`config.mk`:
```
export PLATFORM = sky130hd
export DESIGN_NAME = reg_file_sequencer_flat
export DESIGN_NICKNAME = d
export VERILOG_FILES = /design/src/rtl/reg_file_sequencer_if.sv /design/src/rtl/reg_file_sequencer.sv /design/src/flat_wrapper.sv
export SDC_FILE = /design/constraint.sdc
export NUM_CORES = 1
export LEC_CHECK = 0
export BUFFER_PORTS_ARGS = -buffer_cell sky130_fd_sc_hd__buf_2
export CORE_MARGIN = 2
export CORE_UTILIZATION = 58
export DETAILED_ROUTE_END_ITERATION = 7
export GPL_ROUTABILITY_DRIVEN = 0
export GPL_TIMING_DRIVEN = 1
export PLACE_DENSITY = 0.95
export SLEW_MARGIN = 40
export SYNTH_ARGS = -nofsm -noshare
export SYNTH_HDL_FRONTEND = slang
export SYNTH_SLANG_ARGS = --single-unit
export TNS_END_PERCENT = 10
```
`constraint.sdc`:
```
create_clock -name CLK -period 4.3 [get_ports CLK]
set_clock_uncertainty 0.15 [all_clocks]
set_input_delay 0.215 -clock CLK [delete_from_list [all_inputs] [get_ports CLK]]
set_output_delay 0.215 -clock CLK [all_outputs]
set_load 0.01 [all_outputs]
```
`src/rtl/reg_file_sequencer_if.sv`:
```
// Instruction handshake plus 8x8 register-file port of the sequencer.
// Optional ZERO flag is present only when REGSEQ_ZERO_FLAG_EN is defined.
interface reg_file_sequencer_if;
    logic [31:0] INSTR;
    logic        INSTR_VALID;
    logic        INSTR_READY;
    logic [7:0]  REG_OUT1;
    logic [7:0]  REG_OUT2;
    logic [2:0]  REG_OUT1ADDR;
    logic [2:0]  REG_OUT2ADDR;
    logic [2:0]  REG_INADDR;
    logic [7:0]  REG_IN;
    logic        REG_WRITE;
    logic        DONE;
    logic        ILLEGAL;
`ifdef REGSEQ_ZERO_FLAG_EN
    logic        ZERO;

    modport master (
        input  INSTR, INSTR_VALID, REG_OUT1, REG_OUT2,
        output INSTR_READY, REG_OUT1ADDR, REG_OUT2ADDR, REG_INADDR, REG_IN,
        output REG_WRITE, DONE, ILLEGAL, ZERO
    );
    modport slave (
        output INSTR, INSTR_VALID, REG_OUT1, REG_OUT2,
        input  INSTR_READY, REG_OUT1ADDR, REG_OUT2ADDR, REG_INADDR, REG_IN,
        input  REG_WRITE, DONE, ILLEGAL, ZERO
    );
`else
    modport master (
        input  INSTR, INSTR_VALID, REG_OUT1, REG_OUT2,
        output INSTR_READY, REG_OUT1ADDR, REG_OUT2ADDR, REG_INADDR, REG_IN,
        output REG_WRITE, DONE, ILLEGAL
    );
    modport slave (
        output INSTR, INSTR_VALID, REG_OUT1, REG_OUT2,
        input  INSTR_READY, REG_OUT1ADDR, REG_OUT2ADDR, REG_INADDR, REG_IN,
        input  REG_WRITE, DONE, ILLEGAL
    );
`endif
endinterface

```
`src/rtl/reg_file_sequencer.sv`:
```
// Register-file sequencer: accepts one decoded instruction, reads operands, executes, writes back.
// Optional feature macro: REGSEQ_ZERO_FLAG_EN (adds the ZERO result flag).
module reg_file_sequencer #(
    parameter int READ_WAIT = 1,
    parameter int WB_GAP    = 0
) (
    input logic                  CLK,
    input logic                  RESET,
    reg_file_sequencer_if.master bus
);
    typedef enum logic [2:0] {IDLE, READ, EXEC, WB, GAP} state_t;

    localparam logic [7:0] OP_LOADI = 8'h00;
    localparam logic [7:0] OP_MOV   = 8'h01;
    localparam logic [7:0] OP_ADD   = 8'h02;
    localparam logic [7:0] OP_SUB   = 8'h03;
    localparam logic [7:0] OP_AND   = 8'h04;
    localparam logic [7:0] OP_OR    = 8'h05;

    state_t      state, state_nxt;
    logic [2:0]  cnt;
    logic [7:0]  op_p0;
    logic [2:0]  dest_p0;
    logic [7:0]  imm_p0;
    logic [7:0]  opa_p1, opb_p1;
    logic [7:0]  result_p2;
    logic [2:0]  rd1_addr, rd2_addr;
    logic        illegal_q;
    logic        ready, accept, legal, wb_act;
    logic        unused_instr_bits;

    function automatic logic is_legal(input logic [7:0] op);
        return op <= OP_OR;
    endfunction

    // Results wrap modulo 2^8; carry and borrow are dropped.
    function automatic logic [7:0] alu(input logic [7:0] op, input logic [7:0] a,
                                       input logic [7:0] b, input logic [7:0] imm);
        case (op)
            OP_LOADI: return imm;
            OP_MOV:   return b;
            OP_ADD:   return a + b;
            OP_SUB:   return a - b;
            OP_AND:   return a & b;
            OP_OR:    return a | b;
            default:  return 8'h00;
        endcase
    endfunction

    assign unused_instr_bits = ^{bus.INSTR[23:19], bus.INSTR[15:11]};

    assign ready  = (state == IDLE) && !RESET;
    assign accept = ready && bus.INSTR_VALID;
    assign legal  = is_legal(bus.INSTR[31:24]);
    assign wb_act = (state == WB) && !RESET;

    always_ff @(posedge CLK) begin
        if (RESET) state <= IDLE;
        else       state <= state_nxt;
    end

    always_comb begin
        state_nxt = state;
        case (state)
            IDLE: if (accept && legal)
                      state_nxt = (bus.INSTR[31:24] == OP_LOADI) ? EXEC : READ;
            READ: if (cnt == 3'(READ_WAIT - 1)) state_nxt = EXEC;
            EXEC: state_nxt = WB;
            WB:   state_nxt = (WB_GAP > 0) ? GAP : IDLE;
            GAP:  if (cnt == 3'(WB_GAP - 1)) state_nxt = IDLE;
            default: state_nxt = IDLE;
        endcase
    end

    // p0: instruction latch at transfer; p1: operand capture; p2: ALU result
    always_ff @(posedge CLK) begin
        if (RESET) begin
            cnt       <= '0;
            op_p0     <= '0;
            dest_p0   <= '0;
            imm_p0    <= '0;
            opa_p1    <= '0;
            opb_p1    <= '0;
            result_p2 <= '0;
            rd1_addr  <= '0;
            rd2_addr  <= '0;
            illegal_q <= 1'b0;
        end else begin
            illegal_q <= 1'b0;
            case (state)
                IDLE: if (accept) begin
                    if (legal) begin
                        op_p0   <= bus.INSTR[31:24];
                        dest_p0 <= bus.INSTR[18:16];
                        imm_p0  <= bus.INSTR[7:0];
                        cnt     <= '0;
                        if (bus.INSTR[31:24] != OP_LOADI) begin
                            rd1_addr <= bus.INSTR[10:8];
                            rd2_addr <= bus.INSTR[2:0];
                        end
                    end else begin
                        illegal_q <= 1'b1;
                    end
                end
                READ: begin
                    cnt <= cnt + 3'd1;
                    if (cnt == 3'(READ_WAIT - 1)) begin
                        opa_p1 <= bus.REG_OUT1;
                        opb_p1 <= bus.REG_OUT2;
                    end
                end
                EXEC: result_p2 <= alu(op_p0, opa_p1, opb_p1, imm_p0);
                WB:   cnt <= '0;
                GAP:  cnt <= cnt + 3'd1;
                default: cnt <= '0;
            endcase
        end
    end

`ifdef REGSEQ_ZERO_FLAG_EN
    logic zero_q;
    always_ff @(posedge CLK) begin
        if (RESET)               zero_q <= 1'b0;
        else if (state == WB)    zero_q <= (result_p2 == 8'h00);
    end
    assign bus.ZERO = zero_q;
`endif

    assign bus.INSTR_READY  = ready;
    assign bus.REG_OUT1ADDR = rd1_addr;
    assign bus.REG_OUT2ADDR = rd2_addr;
    assign bus.REG_WRITE    = wb_act;
    assign bus.DONE         = wb_act;
    assign bus.REG_INADDR   = wb_act ? dest_p0 : 3'd0;
    assign bus.REG_IN       = wb_act ? result_p2 : 8'd0;
    assign bus.ILLEGAL      = illegal_q;
endmodule

```
`src/flat_wrapper.sv`:
```
// flat-port wrapper written by rule: the top's interface ports become plain ports
module reg_file_sequencer_flat 
#(
    parameter int READ_WAIT = 1,
    parameter int WB_GAP    = 0
)
  (CLK, RESET, bus_INSTR, bus_INSTR_VALID, bus_REG_OUT1, bus_REG_OUT2, bus_INSTR_READY, bus_REG_OUT1ADDR, bus_REG_OUT2ADDR, bus_REG_INADDR, bus_REG_IN, bus_REG_WRITE, bus_DONE, bus_ILLEGAL);
  reg_file_sequencer_if bus_i ();
  input logic CLK;
  input logic RESET;
  input wire logic [$bits(bus_i.INSTR)-1:0] bus_INSTR;
  input wire logic [$bits(bus_i.INSTR_VALID)-1:0] bus_INSTR_VALID;
  input wire logic [$bits(bus_i.REG_OUT1)-1:0] bus_REG_OUT1;
  input wire logic [$bits(bus_i.REG_OUT2)-1:0] bus_REG_OUT2;
  output wire logic [$bits(bus_i.INSTR_READY)-1:0] bus_INSTR_READY;
  output wire logic [$bits(bus_i.REG_OUT1ADDR)-1:0] bus_REG_OUT1ADDR;
  output wire logic [$bits(bus_i.REG_OUT2ADDR)-1:0] bus_REG_OUT2ADDR;
  output wire logic [$bits(bus_i.REG_INADDR)-1:0] bus_REG_INADDR;
  output wire logic [$bits(bus_i.REG_IN)-1:0] bus_REG_IN;
  output wire logic [$bits(bus_i.REG_WRITE)-1:0] bus_REG_WRITE;
  output wire logic [$bits(bus_i.DONE)-1:0] bus_DONE;
  output wire logic [$bits(bus_i.ILLEGAL)-1:0] bus_ILLEGAL;
  assign bus_i.INSTR = bus_INSTR;
  assign bus_i.INSTR_VALID = bus_INSTR_VALID;
  assign bus_i.REG_OUT1 = bus_REG_OUT1;
  assign bus_i.REG_OUT2 = bus_REG_OUT2;
  assign bus_INSTR_READY = bus_i.INSTR_READY;
  assign bus_REG_OUT1ADDR = bus_i.REG_OUT1ADDR;
  assign bus_REG_OUT2ADDR = bus_i.REG_OUT2ADDR;
  assign bus_REG_INADDR = bus_i.REG_INADDR;
  assign bus_REG_IN = bus_i.REG_IN;
  assign bus_REG_WRITE = bus_i.REG_WRITE;
  assign bus_DONE = bus_i.DONE;
  assign bus_ILLEGAL = bus_i.ILLEGAL;
  reg_file_sequencer #(.READ_WAIT(READ_WAIT), .WB_GAP(WB_GAP)) u_core (.CLK(CLK), .RESET(RESET), .bus(bus_i));
endmodule
```
==> run summary, run 1 <==
Congestion Overflow GR: 0
Worst Tran Pin Value: 0.629 ns
CTS tree: built
Detail Placement HPWL: 5230 um
Power per Cell Area: 419 mW/mm^2
VDD IR max: 0.266 mV
fraction of registers with async set/reset: 0
# port buffers: 61
I/O pin count: 72
post-synthesis sequential area ratio: 0.362
# DRC: 0
area post-placement: 0.00333 sq mm
max-slew violation count: 0
minimum clock period: 3.13 ns
most frequent cells in the layout: buf_2, dfxtp_1, nand2_1, a21oi_1, nor2_1
die height: 76.4 um
Syn-to-layout area delta: 20.1%
status: completed
Synth Area per Inst: 8.50 sq um
Final ANT Viol Nets: 0
Final #Nets: 499
core area: 0.00507 sq mm
commonest non-fill, non-tap cell in the layout: buf_2
Post-CTS Resized: 0
DR pass1 iterations: 5
RSZ-0062 raised after global routing: false
unique cell type count in the Yosys netlist: 56
EDFF count, synth: 0
routed len/inst: 14.9 um
CTS Buf Count: 5
static leakage: 0.00162 uW
Crit path arrival time: 3.18 ns
Setup TNS: 0 ns
clock-pin slew on the worst setup and hold paths: 0.10 ns
initial antenna violation count: 0
first-pass GRT wire length: 12400 um
CP endpoint kind: register
worst hold path type: in2reg
GRT Overall Usage: 0.261
final setup vio count: 0
fin crit share: 0.728
number of antenna diodes: 0
vias in the first global route: 2755
CTS sink cnt: 55
final wirelength: 7500 um
final instance area: 0.00365 sq mm
CTS Buffer Depth: 2
layout cell share with drive strength beyond 1: 0.190
DR iter-0 viols: 214
worst-skew pair later-pin latency: 0.32 ns
Synth top area share: 0.362
crit-path max FO: 18
number of synthesized register bits: 55
DIE AREA: 0.00584 sq mm
Total Power: 1530 uW
via count: 2789
DR vias/cell: 5.56
Mapped Cells: 358
Setup Buffers After CTS: 0
Row Count: 26
max frequency: 0.320 GHz
Initial Util: 0.600
crit path launch type: register
die span in x: 76.4 um
largest net degree at the start of global routing: 55
clk root buf: clkbuf_8
Syn Std Cell Area: 0.00304 sq mm
ys flop type: dfxtp_1
largest area contributor in the netlist: dfxtp_1
Synth Warn #: 0
Slew Limit Headroom: 0.580
Worst EP required: 4.35 ns
Fin. Hold Viols: 0
cts hold-fix bufs: 22
crit path kind: reg2reg
Max Cap Viol: 0
Synth Net Count: 426
H-tree depth: 2
Synth area leaders: dfxtp_1, ha_1, mux2i_1
## where the power goes
| group | switching, uW | leakage [uW] | internal, uW | total, uW |
|---|---|---|---|---|
| clock | 168 | 0.0000484 | 132 | 300 |
| sequential | 39.7 | 0.000444 | 538 | 578 |
| combinational | 343 | 0.00112 | 308 | 651 |
## synthesized netlist by cell type, drive strengths merged, types with 6 or more instances
cell / instances
dfxtp: 55
nand2: 49
a21oi: 37
nor2: 34
mux2i: 20
clkbuf: 16
ha: 16
inv: 16
and2: 12
o21ai: 11
xnor2: 8
and3: 6
nand2b: 6
nor3: 6
## logic make-up after synthesis
group,share of synthesized area
and+or+nand+nor,0.229
AOI/OAI and AO/OA,0.169
DFF,0.362
buffers and inverters,0.0609
muxes,0.0732
adders and majority gates,0.0724
xor gates and xnor gates,0.0345
## final cells by class
type	instances	area, sq um
sequential	55	1100
clock inverter	1	8.76
tap	70	87.6
inverter	16	60.1
clock buffer	7	86.3
fill	387	1420
timing repair buffer	86	551
multi-input combinational	267	1760
## layer usage
layer,vias to the layer above,share of wire,track usage,wire length (um)
li1,1377,-,-,-
met1,1284,0.40,0.294,3000
met2,110,0.52,0.480,3890
met3,18,0.058,0.0509,433
met4,0,0.023,0.107,176
met5,-,0,0,0
## state kept, by name, summed over array words and instances (netlist names)
signal	cells
u_core.opb_p1	8
u_core.op_p0	8
u_core.bus.REG_OUT2ADDR	3
u_core.state	2
u_core.bus.REG_OUT1ADDR	3
u_core.cnt	3
u_core.imm_p0	8
u_core.bus.ILLEGAL	1
u_core.result_p2	8
u_core.opa_p1	8
u_core.dest_p0	3
## worst paths after layout
| check | from | end | slack [ns] | depth (start not counted) |
|---|---|---|---|---|
| setup / recovery | u_core.op_p0[0] | u_core.result_p2[7] | 1.17 | 11 |
| hold / removal | bus_INSTR[9] | u_core.bus.REG_OUT1ADDR[1] | 0.01 | 3 |
| setup reg to reg | u_core.op_p0[0] | u_core.result_p2[7] | 1.17 | 11 |
| hold reg to reg | u_core.result_p2[2] | u_core.result_p2[2] | 0.32 | 2 |
## worst max-delay path, cell delays in order (launching register included)
cell and delay, ns:
dfxtp_1 0.69, nor4b_1 0.34, nand2_1 0.18, o21ai_0 0.32
inv_1 0.09, ha_1 0.28, nor2b_1 0.14, o31a_1 0.28
nor4_1 0.17, o21bai_1 0.12, xnor2_1 0.13, o2bb2ai_1 0.12
## metrics by stage
| stage | hold slack, ns | setup WS, ns | std cells | util |
|---|---|---|---|---|
| finish | 0.0115 | 1.17 | 502 | 0.720 |
| global route | 0.00368 | 0.941 | 502 | 0.720 |
| global placement | 0.293 | 1.25 | 471 | 0.655 |
| floorplan | 0.201 | 1.72 | 358 | - |
| CTS | 0.000133 | 1.17 | 501 | 0.718 |
| detailed placement | 0.303 | 1.16 | 471 | 0.656 |
Power figures use the tool's default switching activity.
==> run 2: changes to the inputs <==
- ABC_AREA: not set -> 1
- CORE_UTILIZATION: 58 -> 49
- PLACE_DENSITY: 0.95 -> 0.87
- clock period: 4.3 -> 2.7 ns (I/O delays scaled with it)
==> run 2 against run 1 <==
  * Sequential power rose by 78%
  * Clock power rose by 82%
  * Routed wire length rose by 11%
  * Die area rose by 19%
  * Worst setup slack got worse by 1.0 ns
  * Global-route usage fell by 2.4 points
  * Final cell count rose by 22%
  * Combinational power rose to 3.1 times the previous value
  * Sequential cell count did not move
  * First-iteration DRC count rose by 20%
  * Utilization fell by 7.4 points
  * Critical endpoint unchanged
  * Largest cell class unchanged
  * Highest routed layer unchanged
==> run summary, run 2 <==
number of synthesized register bits: 55
routed len/inst: 13.6 um
# DRC: 0
Setup Buffers After CTS: 0
Power per Cell Area: 919 mW/mm^2
static leakage: 0.00176 uW
I/O pin count: 72
CTS Buffer Depth: 2
Crit path arrival time: 2.64 ns
Initial Util: 0.516
Hold WS: 0.00740 ns
crit path kind: reg2reg
Final ANT Viol Nets: 0
DR vias/cell: 5.28
DR iter-0 viols: 256
die span in x: 83.4 um
area post-placement: 0.00344 sq mm
Congestion Overflow GR: 0
final setup vio count: 0
initial antenna violation count: 0
Row Count: 28
crit path launch type: register
die height: 83.4 um
layout cell share with drive strength beyond 1: 0.212
Worst Tran Pin Value: 0.745 ns
largest net degree at the start of global routing: 27
status: completed
number of antenna diodes: 0
worst-skew pair later-pin latency: 0.31 ns
number of fill cells: 497
Syn-to-layout area delta: 25.3%
Worst EP required: 2.81 ns
clock-pin slew on the worst setup and hold paths: 0.10 ns
Finished Core Util: 0.646
DR pass1 iterations: 6
EDFF count, synth: 0
CTS tree: built
Max Cap Viol: 0
Fin. Hold Viols: 0
FF/Latch Area: 0.00111 sq mm
# port buffers: 61
clk root buf: clkbuf_8
DIE AREA: 0.00696 sq mm
worst hold path type: in2reg
final instance area: 0.00387 sq mm
Syn Std Cell Area: 0.00309 sq mm
max frequency: 0.395 GHz
CP endpoint kind: register
vias in the first global route: 3128
max-slew violation count: 0
Mapped Cells: 451
post-synthesis sequential area ratio: 0.356
fin crit share: 0.938
minimum clock period: 2.53 ns
final wirelength: 8320 um
Final #Nets: 605
Synth Warn #: 0
largest area contributor in the netlist: dfxtp_1
RSZ-0062 raised after global routing: false
top post-synthesis cells by count: nand2_1, nor2_1, inv_1
Slew Limit Headroom: 0.502
core area: 0.00599 sq mm
Setup TNS: 0 ns
Synth top area share: 0.356
count leader, synth: nand2_1
unique cell type count in the Yosys netlist: 39
most frequent cells in the layout: nand2_1, buf_2, nor2_1, inv_1, dfxtp_1
commonest non-fill, non-tap cell in the layout: nand2_1
Multi-input gate area: 0.00167 sq mm
fraction of registers with async set/reset: 0
GRT Overall Usage: 0.238
VDD IR max: 0.603 mV
H-tree depth: 2
Synth area leaders: dfxtp_1, nand2_1, nor2_1
crit-path max FO: 6
ys flop type: dfxtp_1
Detail Placement HPWL: 5840 um
Synth Net Count: 519
CTS Buf Count: 5
Synth Area per Inst: 6.85 sq um
first-pass GRT wire length: 13800 um
CTS sink cnt: 55
via count: 3237
run 2: final timing paths:
check	from	endpoint	slack (ns)	cells after the start
max reg2reg	u_core.op_p0[2]	u_core.result_p2[7]	0.17	19
min	bus_REG_OUT2[0]	u_core.opb_p1[0]	0.007	3
max	u_core.op_p0[2]	u_core.result_p2[7]	0.17	19
min reg2reg	u_core.op_p0[4]	u_core.op_p0[4]	0.30	2
run 2: through the flow:
stage                     instances  setup WS [ns]  power (uW)
final                           613          0.166        3560
after global routing            613         0.0137        3850
after global placement          575          0.201        2740
after detailed placement        575          0.124        2840
after CTS                       613          0.112        3420
after floorplan                 451          0.433        2460
run 2: area by class of cell:
| type | count | share of cell area |
|---|---|---|
| clock buffers | 5 | 0.0178 |
| well taps | 75 | 0.0242 |
| clock inverters | 3 | 0.0113 |
| flip-flops and latches | 55 | 0.286 |
| repair buffers | 94 | 0.162 |
| inverters | 70 | 0.0682 |
| multi-input cells | 311 | 0.430 |
run 2: metal layers:
layer | part of all wire | track usage
met2 | 0.50 | 0.441
met5 | 0 | 0
met1 | 0.41 | 0.272
met4 | 0.032 | 0.0865
met3 | 0.052 | 0.0398
run 2: logic make-up (layout without fill, tap and decap cells):
group,Yosys count,count (layout),share of synthesized area
flip-flops,55,55,0.356
XOR/XNOR,7,7,0.0198
AND/OR/NAND/NOR,181,181,0.259
AO/OA/AOI/OAI,106,106,0.185
adder cells (fa/ha/maj),17,17,0.0713
buffers and inverters,85,172,0.108
run 2: worst max-delay path, cell delays in order (launching register included):
cell and delay, ns:
dfxtp_2 0.34, inv_2 0.09, nand2_1 0.08, nor2_1 0.13
nand2_2 0.12, inv_1 0.14, nor2_1 0.07, xor2_1 0.15
ha_1 0.35, nand2_1 0.12, nand2_1 0.06, nand2_1 0.05
nand2_1 0.06, a21oi_2 0.13, inv_1 0.05, nand2_1 0.06
nand3_1 0.08, nand2_1 0.08, nand2_1 0.06, a21oi_2 0.12
run 2: repair_timing:
item                       4_1_cts  5_1_grt
hold endpoints to repair        33        0
setup endpoints to repair        0        4
hold buffers                    30        0
resized for setup                0       10
run 2: power by group:
part	switching [uW]	leakage, uW	internal, uW
Sequential	100	0.000447	925
Combinational	1250	0.00125	735
Clock	269	0.0000581	276
